==> config.mk <==
export PLATFORM = sky130hd
export DESIGN_NAME = if_id_buffer
export DESIGN_NICKNAME = d
export VERILOG_FILES = /design/src/rtl/if_id_buffer_pkg.sv /design/src/rtl/if_id_buf_mem.sv /design/src/rtl/if_id_buffer.sv
export SDC_FILE = /design/constraint.sdc
export NUM_CORES = 1
export LEC_CHECK = 0
export BUFFER_PORTS_ARGS = -buffer_cell sky130_fd_sc_hd__buf_4
export CELL_PAD_IN_SITES_DETAIL_PLACEMENT = 0
export CELL_PAD_IN_SITES_GLOBAL_PLACEMENT = 1
export CORE_AREA = 2 2 136 271
export DETAILED_ROUTE_END_ITERATION = 6
export DIE_AREA = 0 0 138 273
export MAX_ROUTING_LAYER = met4
export PLACE_DENSITY = 0.5
export SETUP_SLACK_MARGIN = 0.4
export SLEW_MARGIN = 20
export SYNTH_ARGS = -nofsm -noshare
export SYNTH_HDL_FRONTEND = slang
export SYNTH_SLANG_ARGS = --single-unit
export TNS_END_PERCENT = 50
==> constraint.sdc <==
create_clock -name clk -period 2.8 [get_ports clk]
set_input_delay 0.56 -clock clk [delete_from_list [all_inputs] [get_ports clk]]
set_output_delay 0.56 -clock clk [all_outputs]
set_load 0.03 [all_outputs]
==> src/rtl/if_id_buffer_pkg.sv <==
// Shared widths and constants for the fetch-to-decode instruction queue.
package if_id_buffer_pkg;

  localparam int unsigned INST_ADDR_BUS_W = 32;
  localparam int unsigned INST_BUS_W      = 32;
  localparam int unsigned IFQ_DEPTH       = 4;

  // Bubble value presented to decode when the queue is empty (decodes as NOP).
  localparam logic [31:0] ZERO_WORD = 32'h0000_0000;

endpackage

==> src/rtl/if_id_buf_mem.sv <==
// Entry storage for the IF/ID queue: one write port, one asynchronous read port.
module if_id_buf_mem #(
  parameter int unsigned DEPTH  = 4,
  parameter int unsigned DATA_W = 64,
  parameter int unsigned ADDR_W = $clog2(DEPTH)
) (
  input  logic              clk,
  input  logic              i_wr_en,
  input  logic [ADDR_W-1:0] i_wr_addr,
  input  logic [DATA_W-1:0] i_wr_data,
  input  logic [ADDR_W-1:0] i_rd_addr,
  output logic [DATA_W-1:0] o_rd_data
);

  logic [DATA_W-1:0] r_mem [DEPTH];

  // Contents are deliberately not reset; occupancy tracking guards all reads.
  always_ff @(posedge clk) begin
    if (i_wr_en) begin
      r_mem[i_wr_addr] <= i_wr_data;
    end
  end

  assign o_rd_data = r_mem[i_rd_addr];

endmodule

==> src/rtl/if_id_buffer.sv <==
// Fetch-to-decode instruction queue with valid/ready on both sides and branch flush.
module if_id_buffer
  import if_id_buffer_pkg::*;
#(
  parameter int unsigned ADDR_W = INST_ADDR_BUS_W,
  parameter int unsigned INST_W = INST_BUS_W,
  parameter int unsigned DEPTH  = IFQ_DEPTH,
  parameter int unsigned CNT_W  = $clog2(DEPTH + 1)
) (
  input  logic              clk,
  input  logic              rst,
  input  logic              if_valid,
  input  logic [ADDR_W-1:0] if_pc,
  input  logic [INST_W-1:0] if_inst,
  output logic              if_ready,
  output logic              id_valid,
  output logic [ADDR_W-1:0] id_pc,
  output logic [INST_W-1:0] id_inst,
  input  logic              id_ready,
  input  logic              id_b_flag,
  input  logic              ex_b_flag,
  output logic [CNT_W-1:0]  count
);

  localparam int unsigned PTR_W  = $clog2(DEPTH);
  localparam int unsigned DATA_W = ADDR_W + INST_W;

  localparam logic [ADDR_W-1:0] BUBBLE_PC   = ADDR_W'(ZERO_WORD);
  localparam logic [INST_W-1:0] BUBBLE_INST = INST_W'(ZERO_WORD);

  logic [PTR_W-1:0]  r_wr_ptr;
  logic [PTR_W-1:0]  r_rd_ptr;
  logic [CNT_W-1:0]  r_count;

  logic [PTR_W-1:0]  w_wr_ptr_nxt;
  logic [PTR_W-1:0]  w_rd_ptr_nxt;
  logic [CNT_W-1:0]  w_count_nxt;

  logic              w_full;
  logic              w_empty;
  logic              w_push;
  logic              w_pop;
  logic              w_flush;
  logic              w_wr_en;
  logic [DATA_W-1:0] w_rd_data;
  logic [ADDR_W-1:0] w_rd_pc;
  logic [INST_W-1:0] w_rd_inst;

  // Full/empty are derived from occupancy so pointers can wrap freely.
  assign w_full  = (r_count == CNT_W'(DEPTH));
  assign w_empty = (r_count == '0);

  assign if_ready = !rst && !w_full;
  assign id_valid = !w_empty;
  assign count    = r_count;

  assign w_push  = if_valid && if_ready;
  assign w_pop   = id_valid && id_ready;
  assign w_flush = id_b_flag || ex_b_flag;
  assign w_wr_en = w_push && !w_flush;

  // Pointer/occupancy next state; a flush discards any same-cycle handshake.
  always_comb begin
    w_wr_ptr_nxt = r_wr_ptr;
    w_rd_ptr_nxt = r_rd_ptr;
    w_count_nxt  = r_count;
    if (w_flush) begin
      w_wr_ptr_nxt = '0;
      w_rd_ptr_nxt = '0;
      w_count_nxt  = '0;
    end else begin
      if (w_push) begin
        w_wr_ptr_nxt = r_wr_ptr + PTR_W'(1);
      end
      if (w_pop) begin
        w_rd_ptr_nxt = r_rd_ptr + PTR_W'(1);
      end
      case ({w_push, w_pop})
        2'b10:   w_count_nxt = r_count + CNT_W'(1);
        2'b01:   w_count_nxt = r_count - CNT_W'(1);
        default: w_count_nxt = r_count;
      endcase
    end
  end

  always_ff @(posedge clk) begin
    if (rst) begin
      r_wr_ptr <= '0;
      r_rd_ptr <= '0;
      r_count  <= '0;
    end else begin
      r_wr_ptr <= w_wr_ptr_nxt;
      r_rd_ptr <= w_rd_ptr_nxt;
      r_count  <= w_count_nxt;
    end
  end

  if_id_buf_mem #(
    .DEPTH  (DEPTH),
    .DATA_W (DATA_W),
    .ADDR_W (PTR_W)
  ) u_mem (
    .clk       (clk),
    .i_wr_en   (w_wr_en),
    .i_wr_addr (r_wr_ptr),
    .i_wr_data ({if_pc, if_inst}),
    .i_rd_addr (r_rd_ptr),
    .o_rd_data (w_rd_data)
  );

  assign {w_rd_pc, w_rd_inst} = w_rd_data;

  // Empty queue presents a bubble rather than stale storage.
  assign id_pc   = w_empty ? BUBBLE_PC   : w_rd_pc;
  assign id_inst = w_empty ? BUBBLE_INST : w_rd_inst;

endmodule

==> metrics <==
skew final 6.05 ps; post-route setup TNS 0 ps; DP Cell Count 1,045; min Tclk post-route 2680 ps; via count 4,994; Synth Register Bits 265; Clock power frac 0.407; post-synth top area share 0.751; antenna-violating nets left 0; CTS Buf Count 24; count of cell types in the netlist 26; area occupied by multi-input gates 2270 um^2; sequential share of power 0.559; Psw 1.51 mW; Detailed Route WL 24.9 mm; Post-Syn Instances 463; fmax 373 MHz; WS Path Type flip-flop to output port; Gate power share 0.034; Worst Setup End Kind output port; clk root buf clkbuf_16; Pleak 4.47 nW; Max VDD drop 0.411 mV; fin nets 714; PD cells 584 nW/um^2; Clk Latency, worst-skew pair 520 ps; clk slew on worst S/H paths 60 ps; clk buf depth 3; register area 7880 um^2; Die X 138 um; Pins Over Slew Limit 0; Min-Delay Path Class primary input to flip-flop; final hold violation count 0; Worst Path Required 2240 ps; Post-route DRC 0; Cell Area, Synth 10,200 um^2; post-detail-place hpwl 15.0 mm; cell taking the most area after synthesis edfxtp_1; CTS hold repair buffers 0; Area contributors post-synth edfxtp_1, mux4_2, and2_1, dfxtp_1, buf_12; Syn Area/Cell 22.1 um^2; WL per Instance 22.5 um; register area share after synthesis 0.769; pin count of the biggest net entering global routing 66; GPL Wtd Cong 0.761; first-pass GRT wire length 35.9 mm; CTS tree built; DP Area 11,900 um^2; crit-path max FO 8; Synth Warn # 0; Core Region 35,600 um^2; Die Y 273 um; I/O pin total 139; initial antenna violation count 5; Pint 6.30 mW; vias in the first global route 5,589; crit path launch type flip-flop; Slew headroom 0.700; final period utilization 0.958; row count 98; H-tree Lvls 1; layout cell share with drive strength beyond 1 0.493; number of fill cells 3,323; Pre-Repair DR Iteration Count 4; outcome completed; port bufs 138; unrepaired setup endpoints after global routing yes; GRT Overall Usage 0.132; fin util 0.376; initial cell density of the core 0.288; fin area 13,400 um^2; # setup viols final 0; Area growth, synth to finish 30.6%; sw frac 0.193; die area 37,700 um^2; CTS sink count 265; GRT overflow 0; final non-filler cell total 1,110; Max Cap Viol 0; Tightest Pin Transition 448 ps; DRT iter0 DRCs 292; post-synthesis net count 539; Via density 4.50; CP arrival 2120 ps
## area by class of cell
cell class                 instances  area share
antenna                            5    0.000936
tap                              450      0.0421
sequential                       265       0.589
clock buffer                      30      0.0482
clock inverter                    13     0.00805
multi-input combinational        169       0.170
inverter                           7     0.00197
timing repair buffer             171       0.140
## cells by family after synthesis
logic type / Yosys count / synth area share
DFF: 265 / 0.769
and+or+nand+nor: 86 / 0.0505
muxes: 64 / 0.142
buffers and inverters: 29 / 0.0219
AOI/OAI and AO/OA: 9 / 0.00501
adders and majority gates: 6 / 0.00807
xor gates and xnor gates: 4 / 0.00342
## what timing repair did
action | 4_1_cts | 5_1_grt
pin swaps | 0 | 0
setup endpoints to repair | 66 | 67
gates resized for setup | 85 | 36
cloned | 6 | 1
setup buffers | 10 | 0
## per-stage QoR
step                hold WS [ps]  power (mW)  worst slack (ps)
detailed placement           518        4.70               418
global route                 219        8.04              42.6
global placement             510        4.69               402
finish                       239        7.81               119
floorplan                    484        4.53              -137
CTS                          208        7.91              65.8
## path summary, 6_finish.rpt
kind / cells after the start / start / slack, ps / end
setup reg to reg: 9 / count[1] / 390 / count[2]
hold reg to reg: 2 / r_rd_ptr[1] / 530 / r_rd_ptr[1]
hold / removal: 1 / if_pc[15] / 240 / u_mem.r_mem[2][47]
setup / recovery: 6 / flip-flop / 120 / id_inst[23]
## cells in the mapped netlist, drive strengths merged
cell / instances
fa: 1
and2: 64
o311ai: 1
nor2b: 1
nand3: 2
clkbuf: 9
buf: 13
nor2: 9
o31ai: 1
or3: 3
or3b: 1
dfxtp: 9
a21oi: 4
and3: 4
inv: 7
nand2b: 1
ha: 5
nor3b: 1
o21ai: 3
edfxtp: 256
mux4: 64
xor2: 4
## flip-flops by register name (all words and copies together) (netlist names), named ones only
signal       cells
r_rd_ptr         2
r_wr_ptr         2
u_mem.r_mem    256
count            3
## cell usage in the layout, fill, tap and decap left out, types with 9 or more instances in the layout
cell / synthesis / layout
and2_4: 0 / 48
and2_1: 64 / 16
buf_12: 6 / 14
edfxtp_1: 256 / 256
clkbuf_16: 0 / 26
buf_16: 0 / 9
nor2_1: 9 / 9
buf_4: 0 / 93
buf_6: 1 / 52
mux4_2: 60 / 64
## layer usage
layer / wire, um / global-route usage / share of wire / vias to the layer above
met5: 0 / - / 0 / -
met4: 1070 / 0.0733 / 0.043 / 0
met3: 880 / 0.0202 / 0.035 / 38
met2: 13900 / 0.237 / 0.56 / 118
met1: 9130 / 0.137 / 0.37 / 2614
li1: - / - / - / 2224
## power groups by stage
stage	combinational [mW]	clock [mW]	sequential [mW]
2_1_floorplan	0.0788	0	4.46
3_3_place_gp	0.234	0	4.45
3_5_place_dp	0.243	0	4.45
4_1_cts	0.260	3.29	4.37
5_1_grt	0.286	3.39	4.37
6_report	0.264	3.18	4.37
## critical path, stage by stage (launching register included)
cell	delay, ps
dfxtp_4	370
buf_12	110
buf_8	130
buf_16	150
mux4_2	530
and2_4	180
buf_6	130
(Power assumes the default switching activity.)
